**config.mk**
```make
export PLATFORM = sky130hd
export DESIGN_NAME = cc_job_scheduler_flat
export DESIGN_NICKNAME = d
export VERILOG_FILES = /design/src/rtl/cc_job_scheduler_if.sv /design/src/rtl/cc_job_scheduler.sv /design/src/flat_wrapper.sv
export SDC_FILE = /design/constraint.sdc
export NUM_CORES = 1
export LEC_CHECK = 0
export ABC_AREA = 1
export BUFFER_PORTS_ARGS = -buffer_cell sky130_fd_sc_hd__buf_4
export CAP_MARGIN = 20
export CORE_ASPECT_RATIO = 0.75
export CORE_MARGIN = 10
export CORE_UTILIZATION = 44
export DETAILED_ROUTE_END_ITERATION = 12
export HOLD_SLACK_MARGIN = 0.03
export PLACE_DENSITY = 0.75
export SLEW_MARGIN = 10
export SYNTH_ARGS = -nofsm -noshare
export SYNTH_HDL_FRONTEND = slang
export SYNTH_SLANG_ARGS = --single-unit
```
**constraint.sdc**
```tcl
create_clock -name clk -period 1.6 [get_ports clk]
set_clock_uncertainty 0.15 [all_clocks]
set_input_delay 0.08 -clock clk [delete_from_list [all_inputs] [get_ports clk]]
set_output_delay 0.08 -clock clk [all_outputs]
set_load 0.03 [all_outputs]
```
**src/rtl/cc_job_scheduler_if.sv**
```systemverilog
// Request, datapath and response signals of the shared CC job scheduler.
// The slave modport is the scheduler's view; master is the surrounding system.
interface cc_job_scheduler_if #(
    parameter int OUT_W = 10
);
    logic             req0_valid;
    logic             req0_ready;
    logic [23:0]      req0_data;
    logic [2:0]       req0_opt;
    logic             req0_equ;

    logic             req1_valid;
    logic             req1_ready;
    logic [23:0]      req1_data;
    logic [2:0]       req1_opt;
    logic             req1_equ;

    logic [23:0]      cc_in;
    logic [2:0]       cc_opt;
    logic             cc_equ;
    logic [OUT_W-1:0] cc_out;

    logic             rsp_valid;
    logic             rsp_ready;
    logic [OUT_W-1:0] rsp_data;
    logic             rsp_id;

    logic             busy;

    modport slave (
        input  req0_valid, req0_data, req0_opt, req0_equ,
        output req0_ready,
        input  req1_valid, req1_data, req1_opt, req1_equ,
        output req1_ready,
        output cc_in, cc_opt, cc_equ,
        input  cc_out,
        output rsp_valid, rsp_data, rsp_id,
        input  rsp_ready,
        output busy
    );

    modport master (
        output req0_valid, req0_data, req0_opt, req0_equ,
        input  req0_ready,
        output req1_valid, req1_data, req1_opt, req1_equ,
        input  req1_ready,
        input  cc_in, cc_opt, cc_equ,
        output cc_out,
        input  rsp_valid, rsp_data, rsp_id,
        output rsp_ready,
        input  busy
    );
endinterface

```
**src/rtl/cc_job_scheduler.sv**
```systemverilog
// Round-robin scheduler sharing one combinational CC datapath between two
// requesters; operands are held for CALC_CYCLES before the result is captured.
module cc_job_scheduler #(
    parameter int CALC_CYCLES = 1,
    parameter int OUT_W       = 10
) (
    input  logic                clk,
    input  logic                rst,
    cc_job_scheduler_if.slave   bus
);

    localparam int CNT_W = 2;

    typedef enum logic [1:0] {
        IDLE = 2'd0,
        CALC = 2'd1,
        RESP = 2'd2
    } state_t;

    state_t           state;
    logic [CNT_W-1:0] cnt;
    logic             last_grant;
    logic             grant;
    logic             handshake;

    logic [23:0]      cc_in_q;
    logic [2:0]       cc_opt_q;
    logic             cc_equ_q;
    logic             rsp_valid_q;
    logic [OUT_W-1:0] rsp_data_q;
    logic             rsp_id_q;

    // NOTE: every path assigns grant, so this always_comb cannot infer a latch.
    always_comb begin
        if (bus.req0_valid && bus.req1_valid) begin
            grant = ~last_grant;
        end else begin
            grant = bus.req1_valid;
        end
    end

    assign handshake      = (state == IDLE) && !rst && (bus.req0_valid || bus.req1_valid);
    assign bus.req0_ready = handshake && !grant;
    assign bus.req1_ready = handshake && grant;
    assign bus.busy       = (state != IDLE) && !rst;

    // NOTE: all state is updated with non-blocking assignments so every register
    // sees the pre-edge values of the others.
    always_ff @(posedge clk) begin
        if (rst) begin
            state       <= IDLE;
            cnt         <= '0;
            last_grant  <= 1'b1;
            cc_in_q     <= '0;
            cc_opt_q    <= '0;
            cc_equ_q    <= 1'b0;
            rsp_valid_q <= 1'b0;
            rsp_data_q  <= '0;
            rsp_id_q    <= 1'b0;
        end else begin
            unique case (state)
                IDLE: begin
                    if (handshake) begin
                        cc_in_q    <= grant ? bus.req1_data : bus.req0_data;
                        cc_opt_q   <= grant ? bus.req1_opt  : bus.req0_opt;
                        cc_equ_q   <= grant ? bus.req1_equ  : bus.req0_equ;
                        rsp_id_q   <= grant;
                        last_grant <= grant;
                        cnt        <= CNT_W'(CALC_CYCLES - 1);
                        state      <= CALC;
                    end
                end
                CALC: begin
                    // The datapath is a multicycle path; sample only at the end of the window.
                    if (cnt == '0) begin
                        rsp_data_q  <= bus.cc_out;
                        rsp_valid_q <= 1'b1;
                        state       <= RESP;
                    end else begin
                        cnt <= cnt - 1'b1;
                    end
                end
                RESP: begin
                    if (bus.rsp_ready) begin
                        rsp_valid_q <= 1'b0;
                        state       <= IDLE;
                    end
                end
                default: state <= IDLE;
            endcase
        end
    end

    assign bus.cc_in     = cc_in_q;
    assign bus.cc_opt    = cc_opt_q;
    assign bus.cc_equ    = cc_equ_q;
    assign bus.rsp_valid = rsp_valid_q;
    assign bus.rsp_data  = rsp_data_q;
    assign bus.rsp_id    = rsp_id_q;

endmodule

```
**src/flat_wrapper.sv**
```systemverilog
// flat-port wrapper written by rule: the top's interface ports become plain ports
module cc_job_scheduler_flat 
#(
    parameter int CALC_CYCLES = 1,
    parameter int OUT_W       = 10
)
  (clk, rst, bus_req0_valid, bus_req0_data, bus_req0_opt, bus_req0_equ, bus_req0_ready, bus_req1_valid, bus_req1_data, bus_req1_opt, bus_req1_equ, bus_req1_ready, bus_cc_in, bus_cc_opt, bus_cc_equ, bus_cc_out, bus_rsp_valid, bus_rsp_data, bus_rsp_id, bus_rsp_ready, bus_busy);
  cc_job_scheduler_if #(.OUT_W(OUT_W)) bus_i ();
  input  logic clk;
  input  logic rst;
  input wire logic [$bits(bus_i.req0_valid)-1:0] bus_req0_valid;
  input wire logic [$bits(bus_i.req0_data)-1:0] bus_req0_data;
  input wire logic [$bits(bus_i.req0_opt)-1:0] bus_req0_opt;
  input wire logic [$bits(bus_i.req0_equ)-1:0] bus_req0_equ;
  output wire logic [$bits(bus_i.req0_ready)-1:0] bus_req0_ready;
  input wire logic [$bits(bus_i.req1_valid)-1:0] bus_req1_valid;
  input wire logic [$bits(bus_i.req1_data)-1:0] bus_req1_data;
  input wire logic [$bits(bus_i.req1_opt)-1:0] bus_req1_opt;
  input wire logic [$bits(bus_i.req1_equ)-1:0] bus_req1_equ;
  output wire logic [$bits(bus_i.req1_ready)-1:0] bus_req1_ready;
  output wire logic [$bits(bus_i.cc_in)-1:0] bus_cc_in;
  output wire logic [$bits(bus_i.cc_opt)-1:0] bus_cc_opt;
  output wire logic [$bits(bus_i.cc_equ)-1:0] bus_cc_equ;
  input wire logic [$bits(bus_i.cc_out)-1:0] bus_cc_out;
  output wire logic [$bits(bus_i.rsp_valid)-1:0] bus_rsp_valid;
  output wire logic [$bits(bus_i.rsp_data)-1:0] bus_rsp_data;
  output wire logic [$bits(bus_i.rsp_id)-1:0] bus_rsp_id;
  input wire logic [$bits(bus_i.rsp_ready)-1:0] bus_rsp_ready;
  output wire logic [$bits(bus_i.busy)-1:0] bus_busy;
  assign bus_i.req0_valid = bus_req0_valid;
  assign bus_i.req0_data = bus_req0_data;
  assign bus_i.req0_opt = bus_req0_opt;
  assign bus_i.req0_equ = bus_req0_equ;
  assign bus_req0_ready = bus_i.req0_ready;
  assign bus_i.req1_valid = bus_req1_valid;
  assign bus_i.req1_data = bus_req1_data;
  assign bus_i.req1_opt = bus_req1_opt;
  assign bus_i.req1_equ = bus_req1_equ;
  assign bus_req1_ready = bus_i.req1_ready;
  assign bus_cc_in = bus_i.cc_in;
  assign bus_cc_opt = bus_i.cc_opt;
  assign bus_cc_equ = bus_i.cc_equ;
  assign bus_i.cc_out = bus_cc_out;
  assign bus_rsp_valid = bus_i.rsp_valid;
  assign bus_rsp_data = bus_i.rsp_data;
  assign bus_rsp_id = bus_i.rsp_id;
  assign bus_i.rsp_ready = bus_rsp_ready;
  assign bus_busy = bus_i.busy;
  cc_job_scheduler #(.CALC_CYCLES(CALC_CYCLES), .OUT_W(OUT_W)) u_core (.clk(clk), .rst(rst), .bus(bus_i));
endmodule
```
==> results.sh, run 1 <==
export IMPL_rsz0062_at_grt="true"
export IMPL_slew_violations=0
export IMPL_tns_ns=0
export IMPL_overflow=0
export IMPL_power_density_nw_per_um2=910
export IMPL_drtPass1Iterations=6
export IMPL_drtAntennaViolNets=0
export IMPL_dp_worst_setup_slack_ns=0.114
export IMPL_cts_tree="done"
export IMPL_die_area_um2=7850
export IMPL_start_util_pct=45.8
export IMPL_yosysMostFrequentCell="nand2_1"
export IMPL_yosysTopAreaCellShare_pct=43.7
export IMPL_path_class="reg -> out"
export IMPL_hold_path_depth=5
export IMPL_p_leak_nw=1.83
export IMPL_finalCriticalPeriod_ns=1.54
export IMPL_ff2ff_path_depth=7
export IMPL_crit_required_ns=1.37
export IMPL_synthCells=310
export IMPL_path_depth=6
export IMPL_num_io_pins=114
export IMPL_port_buffers=113
export IMPL_max_slew_worst_pin_slew_ns=0.455
export IMPL_fillers=266
export IMPL_crit_path_top_delay_cell="dfxtp_2"
export IMPL_clkTransAtPathRegs_ns=0.08
export IMPL_ys_warn_count=0
export IMPL_cp_max_fo=4
export IMPL_antenna_found_initial=1
export IMPL_place_gp_congestion=0.851
export IMPL_synth_edf_count=0
export IMPL_crit_family="simple AND/OR/NAND/NOR gates"
export IMPL_ys_flop_type="dfxtp_1"
export IMPL_nets=558
export IMPL_start_kind="flop"
export IMPL_ys_top_cells_by_area="dfxtp_1, nand2_1, a21oi_1, nand3_1, buf_2"
export IMPL_grt_pass1_vias=2721
export IMPL_cts_sinks=45
export IMPL_synthDistinctLibCells=14
export IMPL_vias=2723
export IMPL_synth_area_leader_cell="dfxtp_1"
export IMPL_power_mw=3.46
export IMPL_place_hpwl_mm=5.05
export IMPL_wl_per_cell_um=15.5
export IMPL_rows=21
export IMPL_drive_gt1_share_pct=28.7
export IMPL_clock_latency_ns=0.30
export IMPL_synth_fp_nets=382
export IMPL_finalCritPeriodShare_pct=96.0
export IMPL_fin_util_pct=84.7
export IMPL_synth_cell_area_um2=2060
export IMPL_synthTopCellsByCount="nand2_1, dfxtp_1, a21oi_1"
export IMPL_ys_async_sr_fraction_pct=0
export IMPL_crit_path_max_incr_delay_ns=0.35
export IMPL_path_cells="nor2_4 -> nand2_2 -> nor2_4 -> nand2_1 -> inv_1 -> buf_4"
export IMPL_ys_seq_elements=45
export IMPL_seq_area_frac_synth_pct=43.7
export IMPL_worstPathArrival_ns=1.31
export IMPL_setup_violations=0
export IMPL_cts_buffer_depth=2
export IMPL_peakVddDrop_v=0.000629
export IMPL_syn2layout_area_growth_pct=84.7
export IMPL_cap_violations=0
export IMPL_cts_buffers=5
export IMPL_grt_usage_pct=20.4
export IMPL_core_um2=4490
export IMPL_max_slew_margin_pct=69.7
export IMPL_crit_top_cell="nor2_4"
export IMPL_end_kind="primary output"
export IMPL_die_w_um=99
export IMPL_fin_ws_ns=0.0636
export IMPL_drt_iter0_markers=120
export IMPL_die_y_um=79.3
export IMPL_wl_mm=8.46
export IMPL_timing_fmax_ghz=0.651
export IMPL_viasPerCell=4.99
export IMPL_grt_max_degree=44
export IMPL_drc=0
export IMPL_outcome="completed"
export IMPL_syn_area_per_cell_um2=6.64
export IMPL_cts_root_buf="clkbuf_8"
export IMPL_holdCritPathClass="in -> reg"
export IMPL_grt_pass1_wl_mm=13.3
export IMPL_hold_viol=0
export IMPL_path_buf_inv=2
export IMPL_cts_htree_levels=2
-- per-stage QoR --
stage | area, um^2 | std cells | hold slack [ns]
2_1_floorplan | 2060 | 310 | 0.0951
6_report | 3800 | 546 | 0.0535
3_3_place_gp | 2970 | 467 | 0.174
4_1_cts | 3780 | 544 | 0.0391
5_1_grt | 3800 | 545 | 0.0730
3_5_place_dp | 2970 | 467 | 0.189
-- where the power goes --
part	total, mW	internal [mW]	switching [mW]
clock network	0.887	0.509	0.377
registers	1.30	1.23	0.0643
logic	1.28	0.569	0.707
total	3.46	2.31	1.15
-- kinds of logic after synthesis --
family	share of synthesized area (%)
simple gates	37.3
compound gates	10.7
buf+inv	7.65
fa+ha+maj	0.607
flops	43.7
-- per-layer routing --
| layer | share of wire (%) | routed length (um) | GRT usage, % |
|---|---|---|---|
| met4 | 1.5 | 123 | 5.86 |
| met5 | 0 | 0 | 0 |
| met2 | 49 | 4120 | 36.1 |
| met3 | 8.9 | 757 | 7.01 |
| met1 | 41 | 3460 | 22.6 |
-- timing repair --
item,4_1_cts,5_1_grt
resized for setup,2,6
cloned,0,0
pin swaps,2,0
hold buffers,67,0
endpoints found under the setup margin,2,19
setup buffers,2,0
hold endpoints to repair,43,0
-- final timing paths --
kind | start | endpoint | slack [ns]
setup / recovery | u_core.state[1] | bus_req1_ready | 0.06
hold / removal | bus_req1_valid | u_core.bus.cc_in[1] | 0.05
setup reg to reg | u_core.state[1] | u_core.bus.cc_in[3] | 0.15
hold reg to reg | u_core.bus.cc_in[9] | u_core.bus.cc_in[9] | 0.32
-- layout make-up --
class | count | area, um^2 | area share, %
multi-input combinational | 233 | 1030 | 27.0
antenna | 2 | 5.00 | 0.132
sequential | 45 | 902 | 23.7
inverter | 9 | 33.8 | 0.888
clock buffer | 7 | 86.3 | 2.27
clock inverter | 1 | 30.0 | 0.789
timing repair buffer | 192 | 1650 | 43.3
tap | 57 | 71.3 | 1.87
-- worst register-to-register path: stages (launching register included) --
cell,delay [ns]
dfxtp_2,0.35
nor2_4,0.15
nand2_2,0.08
nor2_4,0.12
buf_4,0.14
buf_12,0.16
nand2_1,0.09
a21oi_1,0.14
-- flip-flops by register name (all words and copies together), names as in the netlist --
| register | flops |
|---|---|
| u_core.bus.cc_equ | 1 |
| u_core.state | 2 |
| u_core.last_grant | 1 |
| u_core.bus.rsp_valid | 1 |
| u_core.bus.rsp_id | 1 |
| u_core.cnt | 2 |
| u_core.bus.rsp_data | 10 |
| u_core.bus.cc_opt | 3 |
| u_core.bus.cc_in | 24 |
-- placed cells by master, fill, tap and decap left out, drive strengths merged --
master       count
nand3b           1
ha               1
dlygate4sd3     67
dfxtp           45
bufinv           1
nand3           43
inv              9
nor2            10
nand2          134
buf            125
a21oi           44
clkbuf           7
diode            2
Power figures use the tool's default switching activity.
==> run 2: changes to the inputs <==
Settings changed: CORE_ASPECT_RATIO 0.75 to unset.
==> run 2 against run 1 <==
  * Cell count did not move
  * Clock power fell by 2%
  * Fmax rose by 1.6%
  * Critical path depth fell by 1
  * Final area fell by 0.13%
  * First-iteration DRC count rose by 8.3%
  * Total power fell by 0.88%
  * Critical endpoint is now bus_req0_ready
==> results.sh, run 2 (synthesis gave the netlist of run 1 again) <==
export IMPL_rsz0062_at_grt="false"
export IMPL_power_density_nw_per_um2=903
export IMPL_end_kind="primary output"
export IMPL_drt_met1_wl_mm=3.25
export IMPL_power_mw=3.43
export IMPL_ff2ff_path_depth=7
export IMPL_place_gp_congestion=0.790
export IMPL_port_buffers=113
export IMPL_drive_gt1_share_pct=29.2
export IMPL_holdCritPathClass="in -> reg"
export IMPL_place_area_um2=2970
export IMPL_fin_area_um2=3800
export IMPL_start_util_pct=46.3
export IMPL_num_io_pins=114
export IMPL_fin_util_pct=85.5
export IMPL_antenna_found_initial=1
export IMPL_peakVddDrop_v=0.000582
export IMPL_largest_reg_flops=24
export IMPL_start_kind="flop"
export IMPL_die_y_um=88.4
export IMPL_cts_tree="done"
export IMPL_cts_htree_levels=2
export IMPL_cap_violations=0
export IMPL_crit_required_ns=1.37
export IMPL_grt_pass1_wl_mm=13.4
export IMPL_worstPathArrival_ns=1.28
export IMPL_timing_fmax_ghz=0.661
export IMPL_vias=2747
export IMPL_r2r_start="u_core.state[1]"
export IMPL_max_slew_margin_pct=70.2
export IMPL_finalCritPeriodShare_pct=94.5
export IMPL_setup_violations=0
export IMPL_tns_ns=0
export IMPL_core_um2=4440
export IMPL_final_common_cell="nand2_1"
export IMPL_worstSetupStartpoint="u_core.state[1]"
export IMPL_dr_wl_met3_um=733
export IMPL_syn2layout_area_growth_pct=84.4
export IMPL_cp_max_fo=4
export IMPL_overflow=0
export IMPL_drtAntennaViolNets=0
export IMPL_drc=0
export IMPL_path_class="reg -> out"
export IMPL_max_slew_worst_pin_slew_ns=0.447
export IMPL_cts_root_buf="clkbuf_8"
export IMPL_grt_max_degree=44
export IMPL_wl_per_cell_um=15.3
export IMPL_wl_mm=8.38
export IMPL_cts_buffers=5
export IMPL_clock_latency_ns=0.30
export IMPL_viasPerCell=5.03
export IMPL_slew_violations=0
export IMPL_grt_pass1_vias=2775
export IMPL_reg2reg_slack_ns=0.14
export IMPL_die_area_um2=7820
export IMPL_die_w_um=88.4
export IMPL_cts_sinks=45
export IMPL_nets=564
export IMPL_rows=24
export IMPL_grt_usage_pct=21.4
export IMPL_top_layer_used="met4"
export IMPL_hold_viol=0
export IMPL_drt_iter0_markers=130
export IMPL_fin_hold_ws_ns=0.0418
export IMPL_cts_buffer_depth=2
export IMPL_most_common_layout_cells="nand2_1, buf_4, dlygate4sd3_1"
export IMPL_crit_end="bus_req0_ready"
export IMPL_drtPass1Iterations=5
export IMPL_p_leak_nw=1.84
export IMPL_place_hpwl_mm=4.92
export IMPL_reg2reg_to="u_core.bus.cc_in[22]"
export IMPL_finalCriticalPeriod_ns=1.51
export IMPL_met2_length_mm=4.13
export IMPL_clkTransAtPathRegs_ns=0.09
export IMPL_outcome="completed"
run 2: cell count changes in the layout (fill, tap and decap cells not counted), sizes merged:
cell,before,now
buf,125,130
clkbuf,7,6
clkinv,0,1
diode,2,1
dlygate4sd3,67,68
run 2: how the worst min path moves through the flow:
stage,cells after the start,slack [ns],from,to
global route,5,0.07,bus_req0_valid,u_core.last_grant
CTS,5,0.06,bus_req0_valid,u_core.last_grant
finish,5,0.04,bus_req0_valid,u_core.last_grant
floorplan,2,0.1,bus_cc_out[0],u_core.bus.rsp_data[0]
detailed placement,3,0.18,rst,u_core.last_grant
global placement,3,0.17,rst,u_core.last_grant
run 2: power by group:
| group | switching, mW | internal (mW) |
|---|---|---|
| combinational | 0.694 | 0.572 |
| sequential | 0.0608 | 1.23 |
| clock | 0.400 | 0.469 |
| total | 1.16 | 2.28 |
run 2: stage by stage:
step	worst slack (ns)	std cells
after floorplan	0.150	310
after global placement	0.211	466
after detailed placement	0.122	466
after CTS	0.0180	545
after global routing	0.00564	546
final	0.0877	546
run 2: worst max-delay path: stages (launching register included):
cell and delay [ns]:
dfxtp_2 0.35, nor2_2 0.13, buf_4 0.13, nand3_2 0.10, nor2_1 0.10, buf_4 0.17
run 2: per-layer routing:
layer  track usage (%)  vias to the layer above
met5                 0                        -
met4              9.69                        0
met3              8.00                       24
met2              37.6                      127
met1              22.4                     1235
li1                  -                     1361
run 2: repair_timing:
item / CTS / global route
setup endpoints to repair: 1 / 15
gates resized for setup: 0 / 5
endpoints found under the hold margin: 43 / 0
setup buffers: 3 / 0
pin swaps: 2 / 0
hold buffers: 68 / 0
run 2: area by class of cell:
class | instances | area [um^2]
timing repair buffer | 198 | 1670
clock buffer | 6 | 72.6
sequential | 45 | 902
clock inverter | 2 | 38.8
inverter | 9 | 33.8
multi-input combinational | 233 | 1010
fill | 260 | 646
antenna | 1 | 2.50
tap | 52 | 65.1
==> run 3: changes to the inputs <==
Settings changed: REMOVE_ABC_BUFFERS set to 1, SETUP_SLACK_MARGIN set to 0.3.
==> run 3 against run 2 <==
  * The flow now finishes with violations (negative setup slack)
  * Sequential power hardly changed
  * Critical path depth increased by 2
  * Clock-buffer cell count rose by 1
  * Critical path type is now reg -> reg
  * Largest power group is now combinational logic
  * Highest routed layer unchanged
==> results.sh, run 3 (synthesis gave the netlist of run 1 again) <==
export IMPL_port_buffers=113
export IMPL_die_y_um=88.4
export IMPL_largest_reg_flops=24
export IMPL_power_mw=4.00
export IMPL_fin_ws_ns=-0.0228
export IMPL_rsz0062_at_grt="true"
export IMPL_fin_hold_ws_ns=0.195
export IMPL_clock_latency_ns=0.31
export IMPL_hold_viol=0
export IMPL_viasPerCell=6.17
export IMPL_grt_pass1_vias=2829
export IMPL_grt_pass1_wl_mm=14.5
export IMPL_end_kind="flop"
export IMPL_fin_util_pct=93.2
export IMPL_dp_cells=465
export IMPL_cts_sinks=45
export IMPL_place_gp_congestion=0.774
export IMPL_wl_mm=13.1
export IMPL_cap_violations=0
export IMPL_final_common_cell="buf_4"
export IMPL_drtAntennaViolNets=0
export IMPL_fin_area_um2=4140
export IMPL_place_area_um2=2970
export IMPL_crit_family="simple AND/OR/NAND/NOR gates"
export IMPL_max_slew_worst_pin_slew_ns=0.522
export IMPL_path_cells="nor2_4 -> nand2_2 -> nor2_4 -> buf_4 -> clkbuf_16 -> nand2_1 -> a21oi_1"
export IMPL_path_buf_inv=2
export IMPL_num_io_pins=114
export IMPL_crit_path_max_incr_delay_ns=0.37
export IMPL_clkTransAtPathRegs_ns=0.09
export IMPL_dp_worst_setup_slack_ns=0.216
export IMPL_timing_fmax_ghz=0.616
export IMPL_crit_required_ns=1.69
export IMPL_cts_buffers=5
export IMPL_vias=3428
export IMPL_setup_violations=1
export IMPL_drt_iter0_markers=433
export IMPL_grt_max_degree=44
export IMPL_start_util_pct=46.3
export IMPL_drtPass1Iterations=5
export IMPL_power_density_nw_per_um2=966
export IMPL_syn2layout_area_growth_pct=101
export IMPL_drc=0
export IMPL_holdCritPathClass="in -> reg"
export IMPL_drive_gt1_share_pct=38.0
export IMPL_finalNonFillerCells=556
export IMPL_rows=24
export IMPL_finalCriticalPeriod_ns=1.62
export IMPL_wl_per_cell_um=23.5
export IMPL_fillers=154
export IMPL_crit_top_cell="nor2_4"
export IMPL_slew_violations=0
export IMPL_p_leak_nw=1.94
export IMPL_cts_root_buf="clkbuf_8"
export IMPL_cp_max_fo=10
export IMPL_tns_ns=-0.0228
export IMPL_path_class="reg -> reg"
export IMPL_cts_htree_levels=2
export IMPL_most_common_layout_cells="buf_4, nand2_1, dlygate4sd3_1"
export IMPL_antenna_found_initial=1
export IMPL_finalCritPeriodShare_pct=101
export IMPL_core_um2=4440
export IMPL_place_hpwl_mm=5.24
export IMPL_outcome="complete, but fails checks"
export IMPL_die_w_um=88.4
export IMPL_cts_buffer_depth=2
export IMPL_overflow=0
export IMPL_max_slew_margin_pct=65.2
export IMPL_peakVddDrop_v=0.000537
export IMPL_violations="negative setup slack"
export IMPL_start_kind="flop"
export IMPL_grt_usage_pct=23.8
export IMPL_crit_path_top_delay_cell="dfxtp_4"
export IMPL_cts_tree="done"
export IMPL_die_area_um2=7820
export IMPL_worstPathArrival_ns=1.71
export IMPL_nets=573
-- run 3: changes by cell type in the layout (fill, tap and decap cells not counted), sizes merged --
cell,previous run,this run
buf,130,137
clkbuf,6,8
clkinv,1,0
diode,1,2
nand2,134,135
-- run 3: worst paths after layout --
check                           depth (start not counted)  slack (ns)                    from                endpoint
worst max-delay path                                    7       -0.02         u_core.state[0]     u_core.bus.cc_in[1]
worst min-delay path                                    7        0.19                     rst       u_core.bus.rsp_id
worst max register to register                          7       -0.02         u_core.state[0]     u_core.bus.cc_in[1]
worst min register to register                          2        0.31  u_core.bus.rsp_data[3]  u_core.bus.rsp_data[3]
-- run 3: final cells by class --
class                           count  area (um^2)  area share, %
Inverter                            9         36.3          0.876
Multi-Input combinational cell    234         1210           29.2
Timing Repair Buffer              206         1800           43.4
Clock inverter                      1         30.0          0.725
Antenna cell                        2         5.00          0.121
Clock buffer                        7         86.3           2.08
Sequential cell                    45          910           22.0
Tap cell                           52         65.1           1.57
-- run 3: power by group --
group / total, mW / leakage (nW) / internal [mW] / switching, mW
Clock: 0.937 / 0.0585 / 0.510 / 0.427
Combinational: 1.74 / 1.51 / 0.742 / 0.994
Sequential: 1.33 / 0.369 / 1.24 / 0.0910
Total: 4.00 / 1.94 / 2.49 / 1.51
-- run 3: worst min-delay path, stage by stage --
cell,delay (ns)
buf_4,0.10
inv_2,0.05
nand2_2,0.08
nor2_4,0.04
nand2_2,0.09
buf_4,0.13
a21oi_2,0.04
-- run 3: per-layer routing --
metal  global-route usage [%]  part of all wire, %  routed length (um)
met1                     24.2                   31                4120
met2                     44.1                   49                6430
met3                     5.51                   10                1320
met4                     12.8                  9.3                1220
met5                        0                    0                   0
-- run 3: repair_timing --
item                                    in CTS  in global routing
pin swaps                                    3                 18
hold endpoints to repair                    43                  0
endpoints found under the setup margin      44                 47
hold buffers                                68                  0
gates resized for setup                     17                 56
setup buffers                                4                  6
cloned                                       1                  2
